## src/rtl/polar_fir_mul_pkg.sv

```systemverilog
// Shared widths, latency and in-flight bookkeeping types for the polar FIR
// multiplier scheduler.
package polar_fir_mul_pkg;

  localparam int A_W     = 24;
  localparam int B_W     = 12;
  localparam int P_W     = A_W + B_W;
  localparam int TAG_W   = 4;
  localparam int MUL_LAT = 3;

  typedef enum logic {
    SRC_I = 1'b0,
    SRC_Q = 1'b1
  } src_t;

  typedef struct packed {
    logic              vld;
    src_t              src;
    logic [TAG_W-1:0]  tag;
  } inflight_t;

endpackage

```

## src/rtl/polar_fir_mul_tag_pipe.sv

```systemverilog
// Shift register that shadows the multiplier pipeline, carrying each
// product's valid, source channel and tag until the product emerges.
module polar_fir_mul_tag_pipe
  import polar_fir_mul_pkg::*;
#(
  parameter int DEPTH = MUL_LAT
) (
  input  logic      clk,
  input  logic      reset_n,
  input  logic      en,
  input  logic      clr,
  input  inflight_t din,
  output inflight_t dout,
  output logic      any_vld
);

  inflight_t stage_r [DEPTH];

  // Stage shift on enabled edges; clear drops only the valids.
  always_ff @(posedge clk or negedge reset_n) begin
    if (!reset_n) begin
      for (int k = 0; k < DEPTH; k++) begin
        stage_r[k] <= '0;
      end
    end else if (clr) begin
      for (int k = 0; k < DEPTH; k++) begin
        stage_r[k].vld <= 1'b0;
      end
    end else if (en) begin
      stage_r[0] <= din;
      for (int k = 1; k < DEPTH; k++) begin
        stage_r[k] <= stage_r[k-1];
      end
    end
  end

  // OR of all stage valids for the busy indication.
  always_comb begin
    any_vld = 1'b0;
    for (int k = 0; k < DEPTH; k++) begin
      any_vld = any_vld | stage_r[k].vld;
    end
  end

  assign dout = stage_r[DEPTH-1];

endmodule

```

## src/rtl/polar_fir_mul_sched.sv

```systemverilog
// Round-robin issue scheduler sharing one pipelined multiplier between the
// I and Q MAC sequencers, with a stallable valid/ready result port.
module polar_fir_mul_sched
  import polar_fir_mul_pkg::*;
(
  input  logic                 clk,
  input  logic                 reset_n,
  input  logic                 flush,
  input  logic [1:0]           req_vld,
  output logic [1:0]           req_rdy,
  input  logic [2*A_W-1:0]     req_a,
  input  logic [2*B_W-1:0]     req_b,
  input  logic [2*TAG_W-1:0]   req_tag,
  output logic                 mul_ce,
  output logic [A_W-1:0]       mul_din0,
  output logic [B_W-1:0]       mul_din1,
  input  logic [P_W-1:0]       mul_dout,
  output logic                 res_vld,
  input  logic                 res_rdy,
  output logic [P_W-1:0]       res_p,
  output logic                 res_src,
  output logic [TAG_W-1:0]     res_tag,
  output logic                 busy
);

  // rr_r is the channel preferred on contention; it resets to I.
  src_t             rr_r;
  logic             grant_vld_s;
  src_t             grant_src_s;
  logic [A_W-1:0]   sel_a_s;
  logic [B_W-1:0]   sel_b_s;
  logic [TAG_W-1:0] sel_tag_s;
  logic [A_W-1:0]   hold_a_r;
  logic [B_W-1:0]   hold_b_r;
  inflight_t        pipe_in_s;
  inflight_t        tail_s;
  logic             pipe_any_s;

  assign mul_ce = reset_n & (~res_vld | res_rdy);

  // Grant selection: none while stalled or flushing.
  always_comb begin
    grant_vld_s = 1'b0;
    grant_src_s = SRC_I;
    if (mul_ce && !flush) begin
      case (req_vld)
        2'b01:   begin grant_vld_s = 1'b1; grant_src_s = SRC_I; end
        2'b10:   begin grant_vld_s = 1'b1; grant_src_s = SRC_Q; end
        2'b11:   begin grant_vld_s = 1'b1; grant_src_s = rr_r;  end
        default: begin grant_vld_s = 1'b0; grant_src_s = SRC_I; end
      endcase
    end else begin
      grant_vld_s = 1'b0;
      grant_src_s = SRC_I;
    end
  end

  // Operand/tag mux and handshake outputs; operands hold when idle.
  always_comb begin
    sel_a_s   = req_a[A_W-1:0];
    sel_b_s   = req_b[B_W-1:0];
    sel_tag_s = req_tag[TAG_W-1:0];
    req_rdy   = 2'b00;
    mul_din0  = hold_a_r;
    mul_din1  = hold_b_r;
    if (grant_src_s == SRC_Q) begin
      sel_a_s   = req_a[2*A_W-1:A_W];
      sel_b_s   = req_b[2*B_W-1:B_W];
      sel_tag_s = req_tag[2*TAG_W-1:TAG_W];
    end else begin
      sel_a_s   = req_a[A_W-1:0];
      sel_b_s   = req_b[B_W-1:0];
      sel_tag_s = req_tag[TAG_W-1:0];
    end
    if (grant_vld_s) begin
      req_rdy  = (grant_src_s == SRC_Q) ? 2'b10 : 2'b01;
      mul_din0 = sel_a_s;
      mul_din1 = sel_b_s;
    end else begin
      req_rdy  = 2'b00;
      mul_din0 = hold_a_r;
      mul_din1 = hold_b_r;
    end
  end

  // Arbiter state and last-issued operands.
  always_ff @(posedge clk or negedge reset_n) begin
    if (!reset_n) begin
      rr_r     <= SRC_I;
      hold_a_r <= {A_W{1'b0}};
      hold_b_r <= {B_W{1'b0}};
    end else if (grant_vld_s) begin
      rr_r     <= (grant_src_s == SRC_I) ? SRC_Q : SRC_I;
      hold_a_r <= sel_a_s;
      hold_b_r <= sel_b_s;
    end
  end

  // Stage-0 entry for the tag pipe.
  always_comb begin
    pipe_in_s     = '0;
    pipe_in_s.vld = grant_vld_s;
    pipe_in_s.src = grant_src_s;
    pipe_in_s.tag = sel_tag_s;
  end

  polar_fir_mul_tag_pipe #(
    .DEPTH (MUL_LAT)
  ) u_tag_pipe (
    .clk     (clk),
    .reset_n (reset_n),
    .en      (mul_ce),
    .clr     (flush),
    .din     (pipe_in_s),
    .dout    (tail_s),
    .any_vld (pipe_any_s)
  );

  // Result register; payload only moves when a real product arrives.
  always_ff @(posedge clk or negedge reset_n) begin
    if (!reset_n) begin
      res_vld <= 1'b0;
      res_p   <= {P_W{1'b0}};
      res_src <= 1'b0;
      res_tag <= {TAG_W{1'b0}};
    end else if (flush) begin
      res_vld <= 1'b0;
    end else if (mul_ce) begin
      res_vld <= tail_s.vld;
      if (tail_s.vld) begin
        res_p   <= mul_dout;
        res_src <= tail_s.src;
        res_tag <= tail_s.tag;
      end
    end
  end

  assign busy = pipe_any_s | res_vld;

endmodule

```

## config.mk

```make
export PLATFORM = sky130hd
export DESIGN_NAME = polar_fir_mul_sched
export DESIGN_NICKNAME = d
export VERILOG_FILES = /design/src/rtl/polar_fir_mul_pkg.sv /design/src/rtl/polar_fir_mul_tag_pipe.sv /design/src/rtl/polar_fir_mul_sched.sv
export SDC_FILE = /design/constraint.sdc
export NUM_CORES = 1
export LEC_CHECK = 0
export CAP_MARGIN = 20
export CORE_MARGIN = 4
export CORE_UTILIZATION = 28
export DETAILED_ROUTE_END_ITERATION = 7
export PLACE_DENSITY = 0.65
export SLEW_MARGIN = 40
export SYNTH_ARGS = -nofsm -noshare
export SYNTH_HDL_FRONTEND = slang
export SYNTH_HIERARCHICAL = 1
export SYNTH_SLANG_ARGS = --single-unit
```

## constraint.sdc

```tcl
create_clock -name clk -period 4.5 [get_ports clk]
set_clock_uncertainty 0.15 [all_clocks]
set_input_delay 0.9 -clock clk [delete_from_list [all_inputs] [get_ports clk]]
set_output_delay 0.9 -clock clk [all_outputs]
set_load 0.02 [all_outputs]
```

==> impl_metrics.ini <==
[synth]
synthAdderAreaFrac = 0
yosys-top-cells-area = sky130_fd_sc_hd__dfrtp_1 55%, sky130_fd_sc_hd__mux2_2 12%, sky130_fd_sc_hd__o221ai_1 7.2%
ys_ff_latch = 97
top_cells_by_instance_count_after_synthesis = 97 x sky130_fd_sc_hd__dfrtp_1, 76 x sky130_fd_sc_hd__inv_1, 45 x sky130_fd_sc_hd__mux2_2, 36 x sky130_fd_sc_hd__o221ai_1, 36 x sky130_fd_sc_hd__o31ai_1
post_synthesis_compound_gate_area_fraction = 0.1435
post-synth-top-area-cell = sky130_fd_sc_hd__dfrtp_1
dominantRegCellSynth = sky130_fd_sc_hd__dfrtp_1
postSynthNetCount = 484
synth_mux_area_frac = 0.1706
top_count_cell_post_synth = sky130_fd_sc_hd__dfrtp_1
yosysUniqueCellTypes = 29
synth_cells = 362
synthXorXnorAreaFrac = 0
post_synth_instance_area_um2 = 4402
number_of_flops_mapped_to_enable_cells_by_yosys = 0
postSynth.asyncResetShare = 1.000
yosys.area_share.simple = 0.02786
synth-warning-count = 6
synth_area_per_cell_um2 = 12.16
combinational_family_with_the_most_area_after_synthesis = multiplexers
synth_top_area_share = 0.5514
ys_seq_area_frac = 0.5514

[pwr]
total_leakage_power_nw = 3.246
vdd_drop_max_uv = 160.5
power-per-cell-area_nw_per_um2 = 352.0

[die]
design.portCount = 204
initial_core_util = 0.2874
die_area_um2 = 17790
dieHeight_um = 133.4
row_count = 45
core_area_um2 = 15310
die_x_um = 133.4

[critical_path]
worst-path-buf-inv = 3
crit_required_ns = 3.45
cpMostUsedCell = sky130_fd_sc_hd__clkdlybuf4s50_1
crit_chain = clkdlybuf4s50_1 -> nand2b_1 -> o2111ai_4 -> buf_4 -> o221ai_1 -> clkdlybuf4s50_1
critPathMaxFanout = 23
max_stage_delay_ns = 0.66
cpMaxStageDelayCell = sky130_fd_sc_hd__clkdlybuf4s50_1
endpoint_kind = output port
timing.reg2reg.setup_slack_ns = 2.26
crit-reg2reg-launch = res_vld
startpoint_type = input pin
ff2ff_path_depth = 6
arrival_ns = 3.28
cpLargestDelayFamily = buffers and inverters
crit-reg2reg-capture = u_tag_pipe/stage_r[13]
setup.worst_path.class = in -> out

[finish]
area_growth_syn_to_layout_pct = 57.85
nFillCells = 1418
final_layout_size_suffix_gt1_frac = 0.1643
layout.nets = 677
final_cells = 773

[route]
drt-total-wl_um = 11880
drc_errors = 0
wl_per_cell_um = 15.37
first_iter_violations = 112
antenna_left = 0
via_count = 3563
vias_per_cell = 4.609
drt_pre_antenna_iters = 4

[clock_tree]
cts_buffers = 9
cts-root-to-sink-buffers = 2
ctsResizeCount = 0
cts_root_buffer = sky130_fd_sc_hd__clkbuf_16
numClockSinks = 97
cts_htree_levels = 3
path_clk_slew_ns = 0.07
cts_hold_repair.buffers = 0
cts_tree = done
post-cts-setup-buffer-count = 0
clock_insertion_delay_worst_skew_ns = 0.34

[grt]
grt_first_pass_wirelength_um = 19310
grtUsageTotal = 0.1350
number_of_antenna_violations_at_the_first_check_in_global_routing = 4
grt.overflow.total = 0
via_count_of_the_first_global_routing_pass = 3881
largest_net_degree_at_the_start_of_global_routing = 57

[worst_hold_path]
whs_path_depth = 1
hold_path_class = reg -> reg
hold-path-endpoint = res_tag[2]
min_from = u_tag_pipe/dout[2]

[sta]
setup_repair_after_global_routing_missed_its_margin = no
final_hold_viol_count = 0
finalSetupTns_ns = 0
relSlewSlack = 0.5345
slew_viol_final = 0
setup_ws_ns = 0.1665
clock.fmax_mhz = 230.8
period_minus_slack_ns = 4.333
finalCritPeriodShare = 0.9630
worst_pin_slew_ns = 0.6982
final-setup-viol-count = 0

[placed_design]
dpl.hpwl_um = 8803
place.gp.congestion = 0.7416
numPlacedInstances = 755
port_buffers = 203
pre_cts_ws_ns = 0.1743

[run]
maxCapViolCount = 0

[status]
run_status = complete, no violations
## registers in the layout (all words and copies together), names as in the netlist
register	cells
rr_r	1
u_tag_pipe/dout	6
hold_b_r	12
res_src	1
res_p	36
hold_a_r	24
u_tag_pipe/stage_r	12
res_tag	4
res_vld	1
## cell families after synthesis
kind of cell | after synthesis
compound gates | 76
flops | 97
buf+inv | 107
simple gates | 19
mux | 63
## final cells by class
cell class	count	area [µm²]	share of cell area
Clock buffer	9	225.2	0.03241
Antenna cell	2	5.005	0.0007203
Timing Repair Buffer	213	2142	0.3083
Multi-Input combinational cell	158	1523	0.2192
Clock inverter	7	76.32	0.01099
Sequential cell	97	2427	0.3494
Inverter	76	285.3	0.04106
Tap cell	211	264.0	0.03800
## how the worst max path moves through the flow
| stage | startpoint | slack (ns) | depth (start not counted) | end |
|---|---|---|---|---|
| after global routing | res_rdy | 0.02 | 6 | mul_din0[1] |
| after detailed placement | res_rdy | 0.17 | 6 | mul_din0[9] |
| after CTS | res_rdy | 0.15 | 6 | mul_din0[9] |
| after global placement | res_rdy | 0.27 | 6 | mul_din1[10] |
| final | res_rdy | 0.17 | 6 | mul_din0[6] |
| after floorplan | flush | 1.44 | 4 | mul_din0[10] |
## where the power goes
group / total [W] / leakage, nW / internal [W] / switching [W]
registers: 0.00103 / 1.26 / 0.000987 / 0.0000447
logic: 0.000633 / 1.83 / 0.000348 / 0.000285
clock network: 0.000781 / 0.148 / 0.000437 / 0.000344
total: 0.00245 / 3.25 / 0.00177 / 0.000674
## layer usage
layer	global-route usage	share of wire	vias up
met5	0	0.0020	-
met4	0.06686	0.030	4
met3	0.04872	0.096	21
met2	0.2192	0.46	175
met1	0.1584	0.41	1713
li1	-	-	1650
## per-stage QoR
stage	area [µm²]	hold WS (ns)	total power [W]	util
floorplan	4402	0.3249	0.001359	-
detailed placement	6641	0.3218	0.001688	0.4337
finish	6948	0.3334	0.002446	0.4537
global route	6948	0.3540	0.002583	0.4537
global placement	6631	0.3173	0.001675	0.4330
CTS	6943	0.3379	0.002495	0.4534
## placed cells by master, fill, tap and decap left out, types with 5 or more instances in the layout
master,instances
sky130_fd_sc_hd__mux2_4,12
sky130_fd_sc_hd__mux2_2,45
sky130_fd_sc_hd__o221ai_1,36
sky130_fd_sc_hd__dfrtp_1,97
sky130_fd_sc_hd__o31ai_1,36
sky130_fd_sc_hd__clkbuf_16,9
sky130_fd_sc_hd__clkdlybuf4s50_1,202
sky130_fd_sc_hd__buf_4,8
sky130_fd_sc_hd__inv_1,76
sky130_fd_sc_hd__nor2_1,5
(Power assumes the default switching activity.)
